**src/rtl/spram_frame_buffer_ctrl.sv**
```systemverilog
// spram_frame_buffer_ctrl: writes one frame from a valid/ready stream into a single-port RAM, then streams it back out in write order
// Ports:
//   clk, resetn                         clock, asynchronous active-low reset
//   in_valid/in_ready/in_data/in_last   input frame stream
//   out_valid/out_ready/out_data/out_last  output frame stream (2-entry buffer hides RAM read latency)
//   ram_address/ram_wren/ram_data       RAM request side; ram_out is read data, valid 1 cycle after a read
//   frame_len                           length of the last completed fill (1..NUM_WORDS)
//   busy                                high while the frame is being drained
//   replay                              only with SPRAM_FRAME_REPLAY_EN: re-drain the stored frame
module spram_frame_buffer_ctrl #(
   parameter int AWIDTH    = 12,
   parameter int NUM_WORDS = 4096,
   parameter int DWIDTH    = 40
) (
   input  logic              clk,
   input  logic              resetn,
   input  logic              in_valid,
   output logic              in_ready,
   input  logic [DWIDTH-1:0] in_data,
   input  logic              in_last,
   output logic              out_valid,
   input  logic              out_ready,
   output logic [DWIDTH-1:0] out_data,
   output logic              out_last,
   output logic [AWIDTH-1:0] ram_address,
   output logic              ram_wren,
   output logic [DWIDTH-1:0] ram_data,
   input  logic [DWIDTH-1:0] ram_out,
`ifdef SPRAM_FRAME_REPLAY_EN
   input  logic              replay,
`endif
   output logic [AWIDTH:0]   frame_len,
   output logic              busy
);
   typedef enum logic {FILL, DRAIN} state_t;
   state_t            state_q, state_d;
   logic [AWIDTH-1:0] wr_ptr_q, wr_ptr_d;
   logic [AWIDTH:0]   rd_ptr_q, rd_ptr_d, len_q, len_d;
   logic [DWIDTH:0]   b0_q, b0_d, b1_q, b1_d;
   logic [1:0]        cnt_q, cnt_d, n;
   logic              fl_q, fl_d, fl_last_q, fl_last_d;
   logic              fill, replay_go, accept, fill_done, pop, issue, drain_done;
   logic [2:0]        occ;
`ifdef SPRAM_FRAME_REPLAY_EN
   assign replay_go = fill & replay & (wr_ptr_q == '0) & (len_q != '0);
`else
   assign replay_go = 1'b0;
`endif
   assign fill        = state_q == FILL;
   assign in_ready    = fill & resetn & ~replay_go;
   assign accept      = in_valid & in_ready;
   assign fill_done   = accept & (in_last | (wr_ptr_q == AWIDTH'(NUM_WORDS - 1)));
   assign out_valid   = cnt_q != 2'd0;
   assign out_data    = b0_q[DWIDTH-1:0];
   assign out_last    = out_valid & b0_q[DWIDTH];
   assign pop         = out_valid & out_ready;
   // occupancy after this cycle's pop plus the read still in flight, so the buffer never overflows
   assign occ         = {1'b0, cnt_q} - {2'b0, pop} + {2'b0, fl_q};
   assign issue       = ~fill & (rd_ptr_q < len_q) & (occ < 3'd2);
   assign drain_done  = ~fill & pop & b0_q[DWIDTH];
   assign n           = cnt_q - {1'b0, pop};
   assign ram_wren    = accept;
   assign ram_data    = in_data;
   assign ram_address = fill ? wr_ptr_q : rd_ptr_q[AWIDTH-1:0];
   assign frame_len   = len_q;
   assign busy        = ~fill;
   always_comb begin
      state_d   = state_q;
      wr_ptr_d  = wr_ptr_q;
      rd_ptr_d  = rd_ptr_q;
      len_d     = len_q;
      fl_d      = issue;
      fl_last_d = fl_last_q;
      b0_d      = pop ? b1_q : b0_q;
      b1_d      = b1_q;
      cnt_d     = n + {1'b0, fl_q};
      if (fill_done) begin
         len_d    = {1'b0, wr_ptr_q} + (AWIDTH+1)'(1);
         wr_ptr_d = '0;
         rd_ptr_d = '0;
         state_d  = DRAIN;
      end else if (accept) begin
         wr_ptr_d = wr_ptr_q + AWIDTH'(1);
      end
      if (replay_go) begin
         rd_ptr_d = '0;
         state_d  = DRAIN;
      end
      if (issue) begin
         rd_ptr_d  = rd_ptr_q + (AWIDTH+1)'(1);
         fl_last_d = rd_ptr_q == len_q - (AWIDTH+1)'(1);
      end
      // read data lands behind whatever survives this cycle's pop
      if (fl_q) begin
         if (n == 2'd0) b0_d = {fl_last_q, ram_out};
         else           b1_d = {fl_last_q, ram_out};
      end
      if (drain_done) state_d = FILL;
   end
   always_ff @(posedge clk or negedge resetn) begin
      if (!resetn) begin
         state_q   <= FILL;
         wr_ptr_q  <= '0;
         rd_ptr_q  <= '0;
         len_q     <= '0;
         b0_q      <= '0;
         b1_q      <= '0;
         cnt_q     <= '0;
         fl_q      <= 1'b0;
         fl_last_q <= 1'b0;
      end else begin
         state_q   <= state_d;
         wr_ptr_q  <= wr_ptr_d;
         rd_ptr_q  <= rd_ptr_d;
         len_q     <= len_d;
         b0_q      <= b0_d;
         b1_q      <= b1_d;
         cnt_q     <= cnt_d;
         fl_q      <= fl_d;
         fl_last_q <= fl_last_d;
      end
   end
endmodule

```
**config.mk**
```make
export PLATFORM = sky130hd
export DESIGN_NAME = spram_frame_buffer_ctrl
export DESIGN_NICKNAME = d
export VERILOG_FILES = /design/src/rtl/spram_frame_buffer_ctrl.sv
export SDC_FILE = /design/constraint.sdc
export NUM_CORES = 1
export LEC_CHECK = 0
export BUFFER_PORTS_ARGS = -buffer_cell sky130_fd_sc_hd__buf_2
export CORE_MARGIN = 2
export CORE_UTILIZATION = 57
export DETAILED_ROUTE_END_ITERATION = 8
export HOLD_SLACK_MARGIN = 0.06
export PLACE_DENSITY = 0.91
export SYNTH_ARGS = -nofsm -noshare
export SYNTH_HDL_FRONTEND = slang
export SYNTH_SLANG_ARGS = --single-unit
```
**constraint.sdc**
```tcl
create_clock -name clk -period 8 [get_ports clk]
set_input_delay 0 -clock clk [delete_from_list [all_inputs] [get_ports clk]]
set_output_delay 0 -clock clk [all_outputs]
set_load 0.01 [all_outputs]
```
Word-level counts from Yosys, hierarchy flattened
Index checks and enable logic that the tools add are counted.

storage, ports and cells
  bits in registers = 125
  input port bits = 85
  output and inout bits = 110
  logic and storage cells = 49

cells by class
  add/sub/neg operators = 8
  order comparisons = 2
  eq/ne operators = 2
  muxes and demuxes = 10
  bitwise logic cells = 12
  reductions and logical operators = 6

operator list
  operator               number
  $mux 41                3
  $mux 12                3
  $mux 13                2
  $add 12x1->13 const B  1
  $add 13x1->13 const B  1
  $eq 13x13->1           1
  $lt 13x13->1           1
  $sub 13x1->13 const B  1
  $add 12x1->12 const B  1
  $eq 12x12->1 const B   1
  $and 1x1->1            9
  $reduce_bool 2->1      4
  $add 3x1->3            1
  $lt 3x2->1 const B     1
  $sub 2x1->3            1
  $add 2x1->2            1
  $logic_not 2->1        1
  $mux 1                 2
  $not 1->1              2
  $reduce_and 2->1       1
  $sub 2x1->2            1
  $or 1x1->1             1

Logic depth before layout (Yosys ltp)
Gate-level depths: netlist of run 1.

  depth in word-level cells = 7
  depth in mapped cells = 16
  mapped depth without buffers = 12

Least setup slack after synthesis of run 1
Ideal clock, no wire load.

  path kind = flip-flop to flip-flop
  start = reg cnt_q[1]
  end = reg rd_ptr_q[6]
  library setup time = 0.126 ns
  arrival = 3.391 ns
  required time = 7.874 ns
  path slack = 4.482 ns
  cell stages (with the launch flop) = 15
  buffers on the path = 3
  clock period less this slack = 3.518 ns
  path through = dfrtp_1 or2_2 and2_1 clkbuf_1 buf_2 ha_1 nand2b_1 fa_1 xor2_1 a2111o_1 nor3_2 a21oi_1 and2_1 buf_6 a221o_1

between the ends
  cells in the longest elaborated chain, start to end = 7
  elaborated cells on any way between the ends = 8
  classes of those cells = add/sub (2); order compare (1); mux (1); bitwise (2); reduce/logical (2)

RTL lines
  what                                                 RTL line  source
  start, declared                                      40        logic [1:0] cnt_q, cnt_d, n;
  start signal, assigned                               118       cnt_q <= cnt_d;
  $reduce_bool 2->1 *                                  53        assign out_valid = cnt_q != 2'd0;
  via out_valid                                        21        output logic out_valid,
  $and 1x1->1 *                                        56        assign pop = out_valid & out_ready;
  $sub 2x1->3 *                                        58        assign occ = {1'b0, cnt_q} - {2'b0, pop} + {2'b0, fl_q};
  $add 3x1->3 *                                        58
  $lt 3x2->1 *                                         59        assign issue = ~fill & (rd_ptr_q < len_q) & (occ < 3'd2);
  $and 1x1->1 *                                        59
  $mux 13 / $reduce_bool 2->1 (equally long branches)  -
  end signal, assigned                                 114       rd_ptr_q <= rd_ptr_d;
  end, declared                                        38        logic [AWIDTH:0] rd_ptr_q, rd_ptr_d, len_q, len_d;

Mark *: on every way through the listed nets, which the timed path passes. The rest lies on a longest branch.
A chain may end at the register's enable or synchronous reset.

Worst setup path after layout of run 1
  start = reg cnt_q[1]
  end = reg rd_ptr_q[6]

between the ends
  cells in the longest elaborated chain, start to end = 7
  elaborated cells on any way between the ends = 8
  classes of those cells = add/sub (2); order compare (1); mux (1); bitwise (2); reduce/logical (2)

RTL lines
  what                                                 RTL line
  $reduce_bool 2->1                                    53
  $and 1x1->1                                          56
  $sub 2x1->3 *                                        58
  $add 3x1->3 *                                        58
  $lt 3x2->1 *                                         59
  $and 1x1->1 *                                        59
  $mux 13 / $reduce_bool 2->1 (equally long branches)  -

Mark *: on every way between the ends. The rest lies on a longest branch, timed or not.

==> impl_metrics.ini, run 1 <==
[timing]
hold_violations = 0
fin_setup_tns_ns = 0
max_freq_ghz = 0.276
finalSetupViolations = 0
relSlewSlack = 0.444
slew_viol_final = 0
min_period_over_period = 0.452
period_needed_ns = 3.62
tightestPinTransition_ns = 0.834
rsz0062_at_grt = false
clock-skew-final_ns = 0.00578

[logic_synthesis]
yosys_warnings = 0
synth_edf_count = 0
yosysUniqueCellTypes = 51
syn_avg_cell_area_sq_um = 10.1
async_flop_share = 1.00
syn_inst = 695
synth_fp_nets = 800
synth-seq-cells = 125
synth_flop_cell = dfrtp_1
yosysSeqAreaShare = 0.445
netlist_area_sq_mm = 0.00703

[critical_path]
worstSetupStartpointType = register
rrSetupSlack_ns = 4.38
end_kind = register
crit_path_cell_trace = or2_2, and2_2, ha_1, nand2b_1, fa_1, xor2_1, a2111o_1, nor3_2, a21oi_1, inv_2, and3_1, a221o_1
critPathKind = register to register
required_ns = 8.30
critPathMaxStageDelay_ns = 0.60
worst-path-max-fanout = 18
arrival_ns = 3.91
cp_slowest_cell = a21oi_1

[placed_design]
gp_congestion = 0.827
io_buffer_count = 114
dp_hpwl_mm = 9.53

[finish]
num-nets-final = 909
num_antenna_cells = 0
multi_input_comb_area_sq_mm = 0.00307
fillers = 766
seqCellArea_sq_mm = 0.00313
synthToLayoutAreaGrowth_pct = 20.9
most-common-layout-cells = dfrtp_1 (125), buf_2 (113), dlygate4sd3_1 (84)
fin_util = 0.708
layout-drive-gt1-share = 0.269
final_common_cell = dfrtp_1

[global_routing]
grt_pass1_vias = 5326
grt_antenna_before_repair = 0
gr-total-overflow = 0
grtUsageMet2 = 0.435
top_usage_layer = met2
grt_first_pass_wirelength_mm = 26.5
grt.met1_usage = 0.311
grtUsageTotal = 0.255
grt_max_degree = 83
use_met3 = 0.0654

[die]
dieArea_sq_mm = 0.0132
rows = 40
core_area_sq_mm = 0.0120
die_w_um = 115
die_y_um = 115
initial_utilization = 0.585
ios = 195

[power]
power_density_mw_per_mm2 = 373
p_leak_nw = 4.00
share_seq_of_total_power = 0.363
pwr-share-clk = 0.236
p_switching_mw = 1.21
vdd_drop_max_mv = 0.180
comb_power_share = 0.401
swShare = 0.381
intPower_mw = 1.97

[clock_tree]
cts.htree.levels = 4
ctsRootBufferMaster = clkbuf_16
cts_tree = yes
post-cts-setup-buffer-count = 0
cts_buffer_depth = 2
cts.clk_slew.worst_paths_ns = 0.05
clkSinkCount = 125
cts-buffers-inserted = 17
worstSkewPairLatency_ns = 0.42

[route]
wirelength_mm = 16.8
drt-pass1-iter-count = 5
wl_per_cell_um = 17.4
via_count = 5421
antenna_left = 0
via_per_inst = 5.62
drt_iter0_drc = 424
drc = 0

[job]
cap_violations = 0

[outcome]
status = finished, final reports clean

[worst_hold_path]
hold_path.class = primary input to async pin
==> per-layer routing <==
layer | vias up | part of all wire | routed length (um)
met5 | - | 0 | 0
met4 | 0 | 0.021 | 348
met3 | 38 | 0.062 | 1040
met2 | 230 | 0.50 | 8450
met1 | 2602 | 0.41 | 6950
li1 | 2551 | - | -
==> what timing repair did <==
action | CTS | global route
hold endpoints to repair | 185 | 0
gates resized for setup | 0 | 0
hold buffers | 84 | 0
==> synth_stat cells, types with 10 or more instances <==
library cell	instances	area, sq um
dfrtp_1	125	3130
buf_4	81	608
nor2_1	69	259
a21oi_1	59	295
mux2_2	53	597
mux2i_1	43	430
nand2_1	35	131
o21ai_0	31	155
inv_1	21	78.8
ha_1	19	238
nand3_1	17	85.1
buf_2	16	80.1
clkbuf_1	14	52.6
xor2_1	14	123
xnor2_1	11	96.3
and3_1	10	62.6
==> critical path: cells and delay by family, from the launching register on <==
family                   cells  cell delay [ns]
AO/OA/AOI/OAI                3             1.01
AND/OR/NAND/NOR              5             0.97
adder cells (fa/ha/maj)      2             0.63
flip-flops                   1             0.45
buffers and inverters        1             0.29
XOR/XNOR                     1             0.15
==> cell type report <==
cell class,instances,area share
Clock buffer,21,0.0542
Clock inverter,11,0.0138
Inverter,23,0.0102
Multi-Input combinational cell,434,0.362
Sequential cell,125,0.368
Tap cell,147,0.0216
Timing Repair Buffer,203,0.171
==> logic make-up (layout without fill, tap and decap cells) <==
group	after synthesis	count (layout)	synth area share
AND/OR/NAND/NOR	177	177	0.125
buffers and inverters	136	258	0.121
flip-flops	125	125	0.445
AO/OA/AOI/OAI	116	116	0.0949
multiplexers	96	96	0.146
XOR/XNOR	25	25	0.0311
adder cells (fa/ha/maj)	20	20	0.0367
==> state kept, by name, summed over array words and instances, names as in the netlist <==
signal and flops:
cnt_q 2, fl_last_q 1, wr_ptr_q 12, rd_ptr_q 13, b0_q 41, b1_q 41, busy 1, fl_q 1
frame_len 13
==> power by group through the flow <==
stage / sequential (mW) / combinational [mW] / clock, mW
after floorplan: 1.07 / 1.07 / 0
after global placement: 1.13 / 1.14 / 0
after detailed placement: 1.14 / 1.19 / 0
after CTS: 1.14 / 1.25 / 0.756
after global routing: 1.18 / 1.40 / 0.786
final: 1.15 / 1.27 / 0.748
==> final timing paths <==
check / start / end / depth (start not counted)
worst max-delay path: cnt_q[1] / rd_ptr_q[6] / 12
worst min-delay path: resetn / b0_q[3] / 2
worst max register to register: cnt_q[1] / rd_ptr_q[6] / 12
worst min register to register: b1_q[5] / b1_q[5] / 1
max in group asynchronous: resetn / b0_q[2] / 3
min in group clk: ram_out[20] / b1_q[20] / 3
==> metrics by stage <==
| stage | instances | hold slack [ns] | total power, mW | worst slack, ns | area [sq um] |
|---|---|---|---|---|---|
| after floorplan | 695 | -0.296 | 2.14 | 4.48 | 7030 |
| after global placement | 848 | 0.0000686 | 2.27 | 4.49 | 7080 |
| after detailed placement | 848 | 0.0000686 | 2.33 | 4.40 | 7080 |
| after CTS | 964 | 0.238 | 3.15 | 4.41 | 8500 |
| after global routing | 964 | 0.272 | 3.37 | 4.06 | 8500 |
| final | 964 | 0.203 | 3.18 | 4.38 | 8500 |
No activity file was read; power rests on OpenSTA's default activity.
==> inputs of run 2 (changes only) <==
--- a/config.mk
+++ b/config.mk
@@ -5,12 +5,13 @@
 export SDC_FILE = /design/constraint.sdc
 export NUM_CORES = 1
 export LEC_CHECK = 0
+export ABC_AREA = 1
 export BUFFER_PORTS_ARGS = -buffer_cell sky130_fd_sc_hd__buf_2
 export CORE_MARGIN = 2
-export CORE_UTILIZATION = 57
+export CORE_UTILIZATION = 53
 export DETAILED_ROUTE_END_ITERATION = 8
 export HOLD_SLACK_MARGIN = 0.06
-export PLACE_DENSITY = 0.91
+export PLACE_DENSITY = 0.86
 export SYNTH_ARGS = -nofsm -noshare
 export SYNTH_HDL_FRONTEND = slang
 export SYNTH_SLANG_ARGS = --single-unit
==> constraint.sdc (replaced) <==
create_clock -name clk -period 3.4 [get_ports clk]
set_input_delay 0 -clock clk [delete_from_list [all_inputs] [get_ports clk]]
set_output_delay 0 -clock clk [all_outputs]
set_load 0.01 [all_outputs]
==> run 2 against run 1 <==
Against the previous run: sequential power increased by 120%; core utilization shrank 5.0 points; via count rose by 8.6%; count of clock-buffer cells in the layout fell by 2; die area is 8.5% higher; register-to-register slack worse by 4.1 ns; sequential share of layout area is 0.74 points lower; sequential cell count is the same; critical endpoint is now rd_ptr_q[3].
==> impl_metrics.ini, run 2 <==
[outcome]
status = finished, final reports clean

[logic_synthesis]
synth-seq-cells = 125
yosys_warnings = 0
synth_fp_nets = 920
synth_top_area_frac = 0.440
synth_compound_area_frac = 0.0888
async_flop_share = 1.00
synth_common_cells = nand2_1 (195), dfrtp_1 (125), buf_4 (80)
yosysTopAreaCell = dfrtp_1
synth_edf_count = 0
syn_avg_cell_area_sq_um = 8.73
yosysMostFrequentCell = nand2_1
synth_flop_cell = dfrtp_1
synth_simple_gate_area_frac = 0.192
synthMuxAreaShare = 0.0633
synth_fa_ha_area_frac = 0.0362
synthXorXnorAreaFrac = 0.0369
netlist_area_sq_mm = 0.00711
yosysSeqAreaShare = 0.440
synth_area_leaders = dfrtp_1 (44%), nand2_1 (10%), buf_4 (8.4%), mux2_2 (6.3%), nor2_1 (3.5%)
yosysUniqueCellTypes = 36
synth_top_family_by_area = simple AND/OR/NAND/NOR gates
syn_inst = 815

[clock_tree]
clkSinkCount = 125
cts.clk_slew.worst_paths_ns = 0.06
ctsRootBufferMaster = clkbuf_16
cts_tree = yes
cts.htree.levels = 4
worstSkewPairLatency_ns = 0.41
cts_buffer_depth = 2
post-cts-setup-buffer-count = 0
cts-buffers-inserted = 17

[finish]
synthToLayoutAreaGrowth_pct = 22.0
layout-drive-gt1-share = 0.241
final_common_cell = nand2_1
fin_util = 0.658
reg.largest.list = b0_q: 41 flops, b1_q: 41 flops
most-common-layout-cells = nand2_1 (195), dfrtp_1 (125), buf_2 (113)
num-nets-final = 1032

[global_routing]
grt_first_pass_wirelength_mm = 27.4
gr-total-overflow = 0
grt_antenna_before_repair = 0
grtUsageTotal = 0.242
grtUsageMet2 = 0.388
grt.met1_usage = 0.300
use_met3 = 0.0656
grt_pass1_vias = 5684
top_usage_layer = met2
grt_max_degree = 81

[die]
die_w_um = 120
ios = 195
die_y_um = 120
dieArea_sq_mm = 0.0144
rows = 42
initial_utilization = 0.539
core_area_sq_mm = 0.0132

[critical_path]
required_ns = 3.65
rrSetupSlack_ns = 0.32
worst-path-max-fanout = 21
r2r_cells = 14
startpoint = cnt_q[1]
r2r_end = rd_ptr_q[3]
end_kind = register
arrival_ns = 3.33
worstSetupEndpoint = rd_ptr_q[3]
critPathKind = register to register
worstSetupStartpointType = register
r2r-start = cnt_q[1]

[route]
wirelength_mm = 17.0
via_per_inst = 5.28
antenna_left = 0
via_count = 5889
wl_per_cell_um = 15.3
drc = 0
drt-pass1-iter-count = 5
drt_iter0_drc = 447

[timing]
period_needed_ns = 3.08
clock-skew-final_ns = 0.00713
relSlewSlack = 0.366
hold_slack_ns = 0.111
slew_viol_final = 0
rsz0062_at_grt = false
max_freq_ghz = 0.325
finalSetupViolations = 0
hold_violations = 0
fin_setup_tns_ns = 0
min_period_over_period = 0.906
tightestPinTransition_ns = 0.951
setup_ws_ns = 0.319

[power]
power_density_mw_per_mm2 = 851
finalPower_mw = 7.39
vdd_drop_max_mv = 0.468
p_leak_nw = 4.25

[placed_design]
gp_congestion = 0.895
io_buffer_count = 114
pre_cts_ws_ns = 0.319
dp_hpwl_mm = 10.5

[job]
cap_violations = 0

[worst_hold_path]
hp-start = in_last
hold_path.class = primary input to register
run 2: worst max-delay path, stage by stage (launching register included):
cell,delay [ns]
dfrtp_1,0.43
inv_1,0.11
nand2_1,0.07
nand2_1,0.08
inv_1,0.06
ha_1,0.25
or2_2,0.30
fa_1,0.50
nand3b_1,0.07
nor3_1,0.17
nand2_1,0.09
inv_1,0.06
nand2_1,0.42
nand3_1,0.19
o21ai_0,0.11
run 2: power breakdown:
group          switching (mW)  internal (mW)  total, mW
logic                    1.63           1.19       2.82
clock network           0.656           1.37       2.02
registers               0.442           2.10       2.54
total                    2.73           4.65       7.39
run 2: logic make-up after synthesis:
family / Yosys count
compound gates: 104
xor+xnor: 30
fa+ha+maj: 20
buf+inv: 174
flops: 125
mux: 40
simple gates: 322
run 2: worst min-delay path by stage:
stage	to	cells after the start	slack, ns
global placement	ram_data[12]	0	0.00007
finish	wr_ptr_q[3]	6	0.11
floorplan	b0_q[0]	0	-0.30
global route	wr_ptr_q[10]	6	0.15
CTS	wr_ptr_q[3]	6	0.11
detailed placement	ram_data[12]	0	0.00007
run 2: routing by layer:
layer / vias to the layer above / share of wire / wire (um)
li1: 2793 / - / -
met1: 2777 / 0.41 / 6910
met2: 257 / 0.48 / 8210
met3: 62 / 0.074 / 1260
met4: 0 / 0.038 / 640
met5: - / 0 / 0
run 2: stage by stage:
step,std cells,instance area [sq um]
after CTS,1114,8670
after global routing,1114,8670
after detailed placement,1002,7200
after floorplan,815,7110
after global placement,1002,7200
final,1115,8680
run 2: what timing repair did:
item,CTS,global route
endpoints found under the hold margin,167,0
resized for setup,0,0
hold buffers,82,0
run 2: area by class of cell:
cell class | instances | area (sq um)
clock buffers | 19 | 433
well taps | 176 | 220
multi-input cells | 516 | 2980
clock inverters | 11 | 215
diodes | 1 | 2.50
inverters | 62 | 238
repair buffers | 205 | 1460
flip-flops and latches | 125 | 3130
fillers | 984 | 4510
